### config.mk
export PLATFORM = sky130hd
export DESIGN_NAME = seq_divider
export DESIGN_NICKNAME = d
export VERILOG_FILES = /design/src/rtl/seq_divider.sv
export SDC_FILE = /design/constraint.sdc
export NUM_CORES = 1
export LEC_CHECK = 0
export CORE_UTILIZATION = 55
export DETAILED_ROUTE_END_ITERATION = 10
export PLACE_DENSITY = 0.89
export SYNTH_ARGS = -nofsm -noshare
export SYNTH_HDL_FRONTEND = slang
export SYNTH_SLANG_ARGS = --single-unit
### constraint.sdc
create_clock -name clk -period 2.9 [get_ports clk]
set_clock_uncertainty 0.2 [all_clocks]
set_input_delay 0.58 -clock clk [delete_from_list [all_inputs] [get_ports clk]]
set_output_delay 0.58 -clock clk [all_outputs]
set_load 0.1 [all_outputs]
### src/rtl/seq_divider.sv
// rtl/seq_divider.sv - sequential restoring divider, 2*WIDTH-bit dividend by WIDTH-bit divisor
//
// Ports:
//   clk       in   rising-edge clock
//   reset     in   synchronous, active-low reset
//   start     in   request; accepted only in IDLE or DONE
//   dividend  in   [2*WIDTH-1:0] numerator, latched on accepted start
//   divisor   in   [WIDTH-1:0] denominator, latched on accepted start
//   busy      out  high while iterating
//   done      out  result valid; held until next accepted start or reset
//   overflow  out  divide-by-zero or quotient wider than WIDTH (valid with done)
//   quotient  out  [WIDTH-1:0] result quotient (valid with done)
//   remainder out  [WIDTH-1:0] result remainder (valid with done)
module seq_divider #(
  parameter int WIDTH = 16
) (
  input  logic               clk,
  input  logic               reset,
  input  logic               start,
  input  logic [2*WIDTH-1:0] dividend,
  input  logic [WIDTH-1:0]   divisor,
  output logic               busy,
  output logic               done,
  output logic               overflow,
  output logic [WIDTH-1:0]   quotient,
  output logic [WIDTH-1:0]   remainder
);

  typedef enum logic [1:0] {IDLE, RUN, DONE} state_t;

  localparam int CW = $clog2(WIDTH + 1);
  localparam logic [CW-1:0] ITER_END = CW'(WIDTH);

  state_t           state;
  logic [CW-1:0]    count;
  logic [WIDTH-1:0] prem;     // partial remainder
  logic [WIDTH-1:0] shreg;    // low dividend bits shifting out, quotient bits shifting in
  logic [WIDTH-1:0] dvsr;
  logic             ovf_pend; // overflow detected at accept; reported on the following edge

  logic [WIDTH:0]   trial;
  logic             trial_ge;
  logic [WIDTH-1:0] trial_sub;
  logic             ovf_in;

  // The trial value is WIDTH+1 bits: its MSB can be set when divisor > 2^(WIDTH-1).
  // When trial >= divisor the difference is < divisor, so the low WIDTH bits suffice.
  always_comb begin
    trial     = {prem, shreg[WIDTH-1]};
    trial_ge  = (trial >= {1'b0, dvsr});
    trial_sub = trial[WIDTH-1:0] - dvsr;
    ovf_in    = (divisor == '0) || (dividend[2*WIDTH-1:WIDTH] >= divisor);
  end

  always_ff @(posedge clk) begin
    if (!reset) begin
      state     <= IDLE;
      busy      <= 1'b0;
      done      <= 1'b0;
      overflow  <= 1'b0;
      quotient  <= '0;
      remainder <= '0;
      count     <= '0;
      prem      <= '0;
      shreg     <= '0;
      dvsr      <= '0;
      ovf_pend  <= 1'b0;
    end else begin
      case (state)
        IDLE, DONE: begin
          if (start) begin
            dvsr      <= divisor;
            prem      <= dividend[2*WIDTH-1:WIDTH];
            shreg     <= dividend[WIDTH-1:0];
            count     <= '0;
            done      <= 1'b0;
            overflow  <= 1'b0;
            quotient  <= '0;
            remainder <= '0;
            ovf_pend  <= ovf_in;
            busy      <= !ovf_in;
            // The overflow path passes through RUN for one edge with busy low.
            state     <= RUN;
          end
        end

        RUN: begin
          if (ovf_pend) begin
            ovf_pend  <= 1'b0;
            state     <= DONE;
            done      <= 1'b1;
            overflow  <= 1'b1;
            quotient  <= '1;
            remainder <= shreg;
          end else if (count == ITER_END) begin
            state     <= DONE;
            busy      <= 1'b0;
            done      <= 1'b1;
            overflow  <= 1'b0;
            quotient  <= shreg;
            remainder <= prem;
          end else begin
            prem  <= trial_ge ? trial_sub : trial[WIDTH-1:0];
            shreg <= {shreg[WIDTH-2:0], trial_ge};
            count <= count + 1'b1;
          end
        end

        default: state <= IDLE;
      endcase
    end
  end

endmodule

==> reports/summary.log <==
INFO  setup_path     setup.worst_path.start=dvsr[1]
INFO  yosys          portion_of_the_post_synthesis_area_used_by_sequential_elements=0.3333
INFO  layout         drive_above_1_share=0.1544
INFO  layout         final-instance-count-excl-fill=923
INFO  power_and_ir_drop powerDensity=633.7mW/mm^2
INFO  cts            cts_htree_levels=3
INFO  routing        num_vias=5722
INFO  setup_path     cp-start-kind=flop
INFO  global_route   grt_max_degree=35
INFO  floorplanning  floorplan.io_pins=86
INFO  floorplanning  design.die.area=0.01034mm^2
INFO  sta            fin_setup_tns=0ps
INFO  yosys          netlist_area=0.005466mm^2
INFO  power_and_ir_drop power_leakage=0.002731uW
INFO  place          dpl_cell_area=0.006515mm^2
INFO  routing        postRouteAntennaNets=0
INFO  floorplanning  core_region_area=0.009684mm^2
INFO  cts            clkSlewWorstSetupHoldPaths=90ps
INFO  yosys          synth_top_flop_cell=sky130_fd_sc_hd__dfxtp_1
INFO  sta            timing.final.hold_violations=0
INFO  sta            hold_ws=260.7ps
INFO  place          portBuffers=85
INFO  yosys          yosysWarningCount=0
INFO  floorplanning  die_height=101.7um
INFO  yosys          synth_edf_count=0
INFO  setup_path     worstReg2RegStart=dvsr[1]
INFO  sta            final_min_period_over_clock_period=0.9494
INFO  global_route   all_layer_gr_usage=0.3327
INFO  sta            drv_slew=0
INFO  place          gpl.final_weighted_congestion=0.9348
INFO  routing        detail_route.first_pass.iterations=7
INFO  setup_path     crit_path_max_incr_delay=480ps
INFO  routing        detailedRoute.firstIterationViolations=401
INFO  sta            highest_clock_rate=363.2MHz
INFO  worst_hold_path hold_path.startpoint=remainder[15]
INFO  sta            final-setup-viol-count=0
INFO  yosys          netlist.area_leader.share=0.3333
INFO  setup_path     cp_data_required_time=2960ps
INFO  layout         leading_cell_types_in_the_layout_fill_and_taps_excluded=sky130_fd_sc_hd__nand2_1, sky130_fd_sc_hd__dfxtp_1, sky130_fd_sc_hd__buf_4, sky130_fd_sc_hd__a21oi_1, sky130_fd_sc_hd__nor2_1
INFO  setup_path     worst-path-buf-inv=1
INFO  layout         fin_area=0.006720mm^2
INFO  cts            tritoncts=built
INFO  place          detailed_place_hpwl=12560um
INFO  routing        drt-vias-per-instance=6.199
INFO  layout         n_antenna_cell=0
INFO  cts            cts_hold_repair.buffers=0
INFO  layout         areaGrowthSynthToFinish=22.93%
INFO  cts            number_of_clock_buffers_inserted_by_tritoncts=9
INFO  setup_path     timing_worst_setup_path_type=reg2reg
INFO  sta            maxSlewHeadroom=0.4047
INFO  worst_hold_path min_path_type=reg2reg
INFO  global_route   initial_antenna_violation_count=0
INFO  setup_path     critical_path_peak_fanout=8
INFO  sta            worst-slew-pin-transition=889.7ps
INFO  yosys          postSynth.asyncResetShare=0
INFO  yosys          synth.avg_cell_area=7.843um^2
INFO  floorplanning  site_row_count=36
INFO  yosys          ys_types=69
INFO  sta            fin_crit=2753ps
INFO  run            maxCapViolations=0
INFO  global_route   number_of_global_route_vias_before_repair=5326
INFO  yosys          yosys-top-cells-area=sky130_fd_sc_hd__dfxtp_1, sky130_fd_sc_hd__ha_1, sky130_fd_sc_hd__nand2_1
INFO  status         status=complete, no violations
INFO  cts            cts_root_buf=sky130_fd_sc_hd__clkbuf_8
INFO  setup_path     arrival=2810ps
INFO  floorplanning  start_util=0.5645
INFO  power_and_ir_drop total_power=4259uW
INFO  cts            clkLatencyLatePin=380ps
INFO  setup_path     timing.critical_path.max_delay_family=compound AO/OA/AOI/OAI gates
INFO  setup_path     category_of_the_worst_setup_path_capture_point=flop
INFO  floorplanning  fp.dieW=101.7um
INFO  yosys          synth_seq_cells=91
INFO  global_route   global_route_wire_length_before_repair=26390um
INFO  routing        post_drt_wl_per_cell=18.16um
INFO  cts            cts.sink_count=91
INFO  yosys          synth_largest_area_cell=sky130_fd_sc_hd__dfxtp_1
INFO  layout         final_net_count=871
INFO  place          dpl.cell_count=907
INFO  setup_path     worst_path_max_delay_cell=sky130_fd_sc_hd__a311oi_1
INFO  yosys          postSynthCellCount=697
INFO  routing        residual_drc_count=0
INFO  cts            cts_buffer_depth=2
INFO  setup_path     path_cells=inv_1, ha_1, nor2b_1, o2111ai_2, a2111oi_4, o21ai_2, a311oi_1, a21oi_1
INFO  sta            grt_setup_unrepaired=no
INFO  yosys          synth_fp_nets=783
INFO  layout         most_common_cell_after_layout_fill_and_taps_aside=sky130_fd_sc_hd__nand2_1
INFO  routing        postRouteWirelength=16760um
INFO  global_route   global_route.overflow_total=0
INFO  power_and_ir_drop max-vdd-ir-drop=0.3612mV
routing by layer:
layer / vias up / track usage / wire [um]
li1: 2676 / - / -
met1: 2725 / 0.4330 / 6924
met2: 275 / 0.5348 / 7937
met3: 46 / 0.05245 / 1338
met4: 0 / 0.1661 / 561
met5: - / 0 / 0
worst register-to-register path: stages, from the launching register on:
cell and delay, ps:
sky130_fd_sc_hd__dfxtp_1 360, sky130_fd_sc_hd__inv_1 80, sky130_fd_sc_hd__ha_1 290, sky130_fd_sc_hd__nor2b_1 200, sky130_fd_sc_hd__o2111ai_2 190, sky130_fd_sc_hd__a2111oi_4 470, sky130_fd_sc_hd__o21ai_2 240, sky130_fd_sc_hd__a311oi_1 480
sky130_fd_sc_hd__a21oi_1 120
cell families (layout without fill, tap and decap cells):
kind of cell,count (synthesis),count (layout),share of synthesized area
adders and majority gates,35,35,0.08148
xor gates and xnor gates,13,13,0.02083
muxes,20,20,0.03937
DFF,91,91,0.3333
buffers and inverters,88,181,0.06454
and+or+nand+nor,240,240,0.2026
AOI/OAI and AO/OA,210,210,0.2580
layout make-up:
| class | count | area, um^2 |
|---|---|---|
| clock inverters | 6 | 71.32 |
| well taps | 133 | 166.4 |
| multi-input cells | 518 | 3314 |
| fillers | 764 | 2964 |
| clock buffers | 10 | 127.6 |
| flip-flops and latches | 91 | 1822 |
| repair buffers | 123 | 1061 |
| inverters | 42 | 157.7 |
final timing paths:
kind | to | slack [ps] | cells past startpoint
setup / recovery | prem[8] | 150 | 8
hold / removal | remainder[15] | 260 | 2
setup reg to reg | prem[8] | 150 | 8
hold reg to reg | remainder[15] | 260 | 2
per-stage QoR:
step                      worst slack [ps]    util
after floorplan                      485.2       -
after global placement               113.7  0.6727
after detailed placement             48.86  0.6727
after CTS                            50.68  0.6933
after global routing                 24.66  0.6939
final                                146.8  0.6939
cells in the mapped netlist, types with 8 or more instances:
master,number
sky130_fd_sc_hd__mux2_2,12
sky130_fd_sc_hd__a21o_1,9
sky130_fd_sc_hd__o211ai_1,16
sky130_fd_sc_hd__or3_1,10
sky130_fd_sc_hd__o21ai_1,8
sky130_fd_sc_hd__ha_1,34
sky130_fd_sc_hd__mux2i_1,8
sky130_fd_sc_hd__o21ai_0,35
sky130_fd_sc_hd__nor3_1,13
sky130_fd_sc_hd__a311oi_1,17
sky130_fd_sc_hd__nand3_1,26
sky130_fd_sc_hd__a31oi_1,10
sky130_fd_sc_hd__a21oi_1,68
sky130_fd_sc_hd__clkbuf_1,37
sky130_fd_sc_hd__nor2_1,59
sky130_fd_sc_hd__dfxtp_1,91
sky130_fd_sc_hd__nand2_1,94
sky130_fd_sc_hd__inv_1,41
registers in the layout, summed over array words and instances (netlist names):
name	flops
busy	1
shreg	16
prem	16
ovf_pend	1
done	1
remainder	16
count	5
quotient	16
dvsr	16
state	2
overflow	1
report_power, final:
part           internal [uW]  leakage [uW]  switching [uW]  total [uW]
combinational            719       0.00188            1150        1870
clock                    410     0.0000992             495         905
sequential              1360      0.000748             125        1490
timing repair:
action                     4_1_cts  5_1_grt
resized for setup                0        2
buffers inserted                 0        0
setup endpoints to repair        0        1
(Power assumes the default switching activity.)
